[src/rtl/pipe_ctrl_pkg.sv]
// Shared types and constants for the pipeline stall/flush controller.
package pipe_ctrl_pkg;

   localparam int unsigned REG_W = 5;
   localparam int unsigned CNT_W = 32;

   typedef enum logic [1:0] {
      BOOT     = 2'd0,
      RUN      = 2'd1,
      MEM_WAIT = 2'd2
   } ctrl_state_e;

   // Per-cycle enables, flushes and bubbles for the PC and pipeline registers.
   typedef struct packed {
      logic pc_write;
      logic ifid_write;
      logic idex_write;
      logic exmem_write;
      logic ifid_flush;
      logic idex_flush;
      logic exmem_flush;
      logic idex_bubble;
      logic memwb_bubble;
   } ctrl_bundle_t;

endpackage

[src/rtl/sat_counter.sv]
// Event counter that saturates at all-ones instead of wrapping.
module sat_counter #(
   parameter int unsigned CNT_W = 32
) (
   input  logic             clk,
   input  logic             reset,
   input  logic             inc,
   output logic [CNT_W-1:0] count
);

   logic [CNT_W-1:0] count_q, count_d;

   // Next count: hold once all-ones is reached.
   always_comb begin
      count_d = count_q;
      if (inc && (count_q != {CNT_W{1'b1}})) begin
         count_d = count_q + 1'b1;
      end
   end

   // Count register with synchronous reset.
   always_ff @(posedge clk) begin
      if (reset) begin
         count_q <= '0;
      end else begin
         count_q <= count_d;
      end
   end

   assign count = count_q;

endmodule

[src/rtl/pipeline_hazard_ctrl.sv]
// Stall/flush controller for the 5-stage pipeline: load-use stalls, taken-branch
// flushes resolved in MEM, and data-memory wait freezes, with event counters.
module pipeline_hazard_ctrl
   import pipe_ctrl_pkg::*;
#(
   parameter int unsigned REG_W = pipe_ctrl_pkg::REG_W,
   parameter int unsigned CNT_W = pipe_ctrl_pkg::CNT_W
) (
   input  logic             clk,
   input  logic             reset,
   input  logic [REG_W-1:0] ifid_rs1,
   input  logic [REG_W-1:0] ifid_rs2,
   input  logic             idex_mem_read,
   input  logic [REG_W-1:0] idex_rd,
   input  logic             exmem_mem_access,
   input  logic             exmem_branch_taken,
   input  logic             dmem_ready,
   output logic             dmem_req,
   output logic             pc_write,
   output logic             ifid_write,
   output logic             idex_write,
   output logic             exmem_write,
   output logic             ifid_flush,
   output logic             idex_flush,
   output logic             exmem_flush,
   output logic             idex_bubble,
   output logic             memwb_bubble,
   output logic [CNT_W-1:0] load_stall_cnt,
   output logic [CNT_W-1:0] mem_wait_cnt,
   output logic [CNT_W-1:0] flush_cnt
);

   ctrl_state_e  state_q, state_d;
   ctrl_bundle_t ctrl;
   logic         load_use;
   logic         mem_wait;
   logic         load_inc, wait_inc, flush_inc;

   // x0 is hardwired to zero, so it never creates a dependency.
   assign load_use = idex_mem_read && (idex_rd != '0) &&
                     ((idex_rd == ifid_rs1) || (idex_rd == ifid_rs2));
   assign mem_wait = exmem_mem_access && !dmem_ready;

   // Next state and control outputs, evaluated in hazard priority order.
   always_comb begin
      state_d   = state_q;
      ctrl      = '0;
      dmem_req  = 1'b0;
      load_inc  = 1'b0;
      wait_inc  = 1'b0;
      flush_inc = 1'b0;

      unique case (state_q)
         BOOT: begin
            ctrl.ifid_flush  = 1'b1;
            ctrl.idex_flush  = 1'b1;
            ctrl.exmem_flush = 1'b1;
            state_d          = RUN;
         end
         RUN, MEM_WAIT: begin
            dmem_req = exmem_mem_access;
            if (mem_wait) begin
               // Freeze everything up to EX/MEM so the request stays stable.
               ctrl.memwb_bubble = 1'b1;
               wait_inc          = 1'b1;
               state_d           = MEM_WAIT;
            end else begin
               state_d = RUN;
               if (exmem_branch_taken) begin
                  // Writes stay enabled; the flushes override them.
                  ctrl.pc_write    = 1'b1;
                  ctrl.ifid_write  = 1'b1;
                  ctrl.idex_write  = 1'b1;
                  ctrl.exmem_write = 1'b1;
                  ctrl.ifid_flush  = 1'b1;
                  ctrl.idex_flush  = 1'b1;
                  ctrl.exmem_flush = 1'b1;
                  flush_inc        = 1'b1;
               end else if (load_use) begin
                  ctrl.idex_write  = 1'b1;
                  ctrl.exmem_write = 1'b1;
                  ctrl.idex_bubble = 1'b1;
                  load_inc         = 1'b1;
               end else begin
                  ctrl.pc_write    = 1'b1;
                  ctrl.ifid_write  = 1'b1;
                  ctrl.idex_write  = 1'b1;
                  ctrl.exmem_write = 1'b1;
               end
            end
         end
         default: state_d = BOOT;
      endcase

      // Everything is quiet while reset is held.
      if (reset) begin
         ctrl      = '0;
         dmem_req  = 1'b0;
         load_inc  = 1'b0;
         wait_inc  = 1'b0;
         flush_inc = 1'b0;
      end
   end

   // FSM state register; reset lands in BOOT regardless of any pending wait.
   always_ff @(posedge clk) begin
      if (reset) begin
         state_q <= BOOT;
      end else begin
         state_q <= state_d;
      end
   end

   assign pc_write     = ctrl.pc_write;
   assign ifid_write   = ctrl.ifid_write;
   assign idex_write   = ctrl.idex_write;
   assign exmem_write  = ctrl.exmem_write;
   assign ifid_flush   = ctrl.ifid_flush;
   assign idex_flush   = ctrl.idex_flush;
   assign exmem_flush  = ctrl.exmem_flush;
   assign idex_bubble  = ctrl.idex_bubble;
   assign memwb_bubble = ctrl.memwb_bubble;

   sat_counter #(.CNT_W(CNT_W)) u_load_stall_cnt (
      .clk   (clk),
      .reset (reset),
      .inc   (load_inc),
      .count (load_stall_cnt)
   );

   sat_counter #(.CNT_W(CNT_W)) u_mem_wait_cnt (
      .clk   (clk),
      .reset (reset),
      .inc   (wait_inc),
      .count (mem_wait_cnt)
   );

   sat_counter #(.CNT_W(CNT_W)) u_flush_cnt (
      .clk   (clk),
      .reset (reset),
      .inc   (flush_inc),
      .count (flush_cnt)
   );

endmodule

[config.mk]
export PLATFORM = sky130hd
export DESIGN_NAME = pipeline_hazard_ctrl
export DESIGN_NICKNAME = d
export VERILOG_FILES = /design/src/rtl/pipe_ctrl_pkg.sv /design/src/rtl/sat_counter.sv /design/src/rtl/pipeline_hazard_ctrl.sv
export SDC_FILE = /design/constraint.sdc
export NUM_CORES = 1
export LEC_CHECK = 0
export ABC_AREA = 0
export CAP_MARGIN = 20
export CORE_MARGIN = 2
export CORE_UTILIZATION = 40
export CTS_CLUSTER_SIZE = 10
export DETAILED_ROUTE_END_ITERATION = 8
export PLACE_DENSITY_LB_ADDON = 0.25
export SYNTH_ARGS = -nofsm -noshare
export SYNTH_HDL_FRONTEND = slang
export SYNTH_SLANG_ARGS = --single-unit
[constraint.sdc]
create_clock -name clk -period 6.5 [get_ports clk]
set_input_delay 1.625 -clock clk [delete_from_list [all_inputs] [get_ports clk]]
set_output_delay 1.625 -clock clk [all_outputs]
set_load 0.005 [all_outputs]
==> out/results.tsv <==
stage	metric	value	unit
run_status	status	complete, no violations	
cells_and_area	area_growth_syn_to_layout	34.3	%
floorplanning	design.portCount	127	
global_route	grt_pass1_vias	4455	
detailed_routing	viasPerCell	5.36	
pwr	power_frac_seq	0.492	
pwr	leakage	2.13	nW
synth	async_flop_share	0	
hold_path	min-delay-start	u_load_stall_cnt.count[6]	
synth	synthCells	605	
global_route	grt_pass1_wl	20600	µm
worst_setup_path	end_kind	output pin	
floorplanning	rows	40	
detailed_routing	firstDrtPassIters	6	
placed_design	dp_hpwl	9180	µm
pwr	vdd_drop_max	0.105	mV
floorplanning	die-area	0.0132	mm²
worst_setup_path	start_kind	primary input	
synth	avgSynthCellArea	8.13	µm²
clock_tree	cts-root-buf	clkbuf_16	
detailed_routing	num_vias	4710	
timing	fin_crit_sh	0.832	
worst_setup_path	crit_path_top_delay_cell	or4_1	
pwr	swShare	0.207	
pwr	p_clk_frac	0.458	
pwr	p_int	0.000973	W
timing	period_needed	5.41	ns
clock_tree	post_cts_resized	0	
cells_and_area	layout.nets	751	
cells_and_area	drive_above_1_share	0.0452	
timing	worst_hold_slack	0.518	ns
cells_and_area	num-fill-cells	1140	
worst_setup_path	critPathMaxStageDelay	0.54	ns
clock_tree	clk_latency	0.35	ns
synth	synth_nets	631	
worst_setup_path	critPathLaunch	idex_rd[1]	
synth	synth_warnings	0	
run	maxCapViolCount	0	
hold_path	hold_path_end	u_load_stall_cnt.count[6]	
pwr	switchingPower	0.000254	W
timing	hold_violations	0	
worst_setup_path	crit_required	4.88	ns
timing	fin_worst_skew	0.00679	ns
clock_tree	cts_hold_buffers	0	
clock_tree	clk_pin_slew	0.06	ns
global_route	grt_max_degree	92	
timing	fmax	185	MHz
timing	grt_setup_unrepaired	no	
floorplanning	dieWidth	115	µm
synth	synth_seq_cells	98	
clock_tree	cts_sinks	98	
worst_setup_path	reg2reg_to	u_load_stall_cnt.count[6]	
timing	drv_slew	0	
worst_setup_path	crit_chain	clkdlybuf4s50_1 > or4_1 > o21ai_1 > nor2_2 > and2_1 > clkdlybuf4s50_1	
detailed_routing	met2_length	6020	µm
worst_setup_path	r2r_cells	8	
synth	synth_ff_type	dfxtp_1	
clock_tree	cts_setup_buffers	0	
placed_design	place_congestion	0.781	
detailed_routing	detail-route-antenna-nets	0	
detailed_routing	wl_met3	613	µm
synth	synth_edf_count	0	
global_route	grt_overflow_total	0	
hold_path	worstHoldPathType	flip-flop to flip-flop	
worst_setup_path	critical_path_arrival	3.78	ns
clock_tree	cts_inserted_buffers	9	
timing	relSlewSlack	0.388	
placed_design	portBuffers	126	
worst_setup_path	worst-path-buf-inv	2	
synth	ys_seq_area_frac	0.399	
floorplanning	start_util	0.409	
worst_setup_path	crit_type	primary input to output pin	
worst_setup_path	crit_fanout	9	
clock_tree	cts_max_path_buffers	2	
clock_tree	cts_tree	yes	
detailed_routing	routedLengthMet1	5770	µm
worst_setup_path	worst_path_most_repeated_cell	clkdlybuf4s50_1	
synth	synth_cell_types	45	
floorplanning	fp.coreArea	0.0120	mm²
detailed_routing	highest_layer	met4	
worst_setup_path	rr_startpoint	state_q[0]	
worst_setup_path	regToRegSetupSlack	3.89	ns
floorplanning	fp.dieH	115	µm
timing	setup_tns	0	ns
detailed_routing	wl_per_cell	14.4	µm
detailed_routing	drc	0	
timing	worstMarginPinSlew	0.918	ns
detailed_routing	routed_wirelength	12700	µm
clock_tree	htreeDepth	3	
synth	netlist_area	0.00492	mm²
pwr	p_per_area	186	mW/mm²
hold_path	whs_path_depth	2	
global_route	antenna_found_initial	1	
timing	setup_violations	0	
worst_setup_path	crit_family	buffers and inverters	
detailed_routing	dr.first_iter.drc_count	198	
global_route	grt_util_all_layers	0.192	
pwr	p_comb_frac	0.050	
[worst max path at each step]
| stage | to | slack, ns | depth (start not counted) |
|---|---|---|---|
| 6_report | idex_bubble | 1.09 | 6 |
| 5_1_grt | idex_bubble | 0.98 | 6 |
| 4_1_cts | idex_bubble | 1.09 | 6 |
| 3_5_place_dp | idex_bubble | 1.10 | 6 |
| 3_3_place_gp | idex_bubble | 1.11 | 6 |
| 2_1_floorplan | pc_write | 2.19 | 5 |
[kinds of logic after synthesis]
family	count (synthesis)	share of synthesized area
adders and majority gates	5	0.0127
buffers and inverters	41	0.0346
muxes	4	0.00865
xor gates and xnor gates	68	0.121
DFF	98	0.399
AOI/OAI and AO/OA	77	0.0926
and+or+nand+nor	312	0.331
[per-layer routing]
layer / track usage / vias to the layer above
li1: - / 2355
met1: 0.243 / 2229
met2: 0.318 / 110
met3: 0.0369 / 16
met4: 0.0876 / 0
met5: 0 / -
[registers in the layout, indices dropped and copies added (netlist names)]
register and flops:
u_flush_cnt.count 32, u_load_stall_cnt.count 32, u_mem_wait_cnt.count 32, state_q 2
[tightest hold or removal path: stages, from the launching register on]
cell	delay (ns)
dfxtp_1	0.34
o31ai_1	0.07
a21oi_1	0.05
[power by group through the flow]
stage / sequential [W] / clock [W] / combinational (W)
after floorplan: 0.000617 / 0 / 0.0000324
after global placement: 0.000617 / 0 / 0.0000602
after detailed placement: 0.000617 / 0 / 0.0000616
after CTS: 0.000603 / 0.000575 / 0.0000620
after global routing: 0.000603 / 0.000593 / 0.0000668
final: 0.000604 / 0.000562 / 0.0000613
[cell usage after synthesis, types with 4 or more instances]
cell type | count | area, µm²
and4_1 | 4 | 35.0
a21oi_1 | 33 | 165
a31oi_1 | 4 | 25.0
nor2_2 | 4 | 25.0
nor2_1 | 92 | 345
and3_1 | 11 | 68.8
buf_4 | 4 | 30.0
nand2_1 | 42 | 158
nand3_1 | 46 | 230
o21ai_0 | 30 | 150
or3_1 | 31 | 194
dfxtp_1 | 98 | 1960
nor2b_1 | 5 | 31.3
nor3_1 | 15 | 75.1
or4_1 | 6 | 45.0
inv_1 | 22 | 82.6
nand4_1 | 35 | 219
and2_1 | 5 | 31.3
xnor2_1 | 35 | 307
xor2_1 | 33 | 289
clkbuf_1 | 13 | 48.8
ha_1 | 5 | 62.6
[cell type report]
cell class                      count  area [µm²]  area share
Antenna cell                        1        2.50    0.000379
Clock buffer                       15         288      0.0436
Clock inverter                      1        30.0     0.00455
Inverter                           22        82.6      0.0125
Multi-Input combinational cell    466        2790       0.422
Sequential cell                    98        1960       0.297
Tap cell                          147         184      0.0278
Timing Repair Buffer              128        1270       0.192
[placed cells by master (no fill, tap or decap), drive strengths merged, types with 3 or more instances in the layout]
master and instances:
and4 4, ha 5, inv 22, nand2 42, nand4 35, nand3 47, buf 3, clkdlybuf4s50 125
a21oi 33, clkbuf 15, a31oi 4, nor2 96, xor2 33, and2 5, and3 11, or4 6
nor2b 5, dfxtp 98, xnor2 35, or3 32, nor4 4, nor3 16, o21ai 31
[metrics by stage]
stage / cell area (µm²) / power, W / setup slack (ns) / std cells / utilization
5_1_grt: 6610 / 0.00126 / 0.977 / 878 / 0.550
2_1_floorplan: 4920 / 0.000649 / 2.19 / 605 / -
3_3_place_gp: 6280 / 0.000677 / 1.11 / 861 / 0.523
4_1_cts: 6600 / 0.00124 / 1.09 / 877 / 0.550
6_report: 6610 / 0.00123 / 1.09 / 878 / 0.550
3_5_place_dp: 6280 / 0.000679 / 1.10 / 861 / 0.523
(Power assumes the default switching activity.)
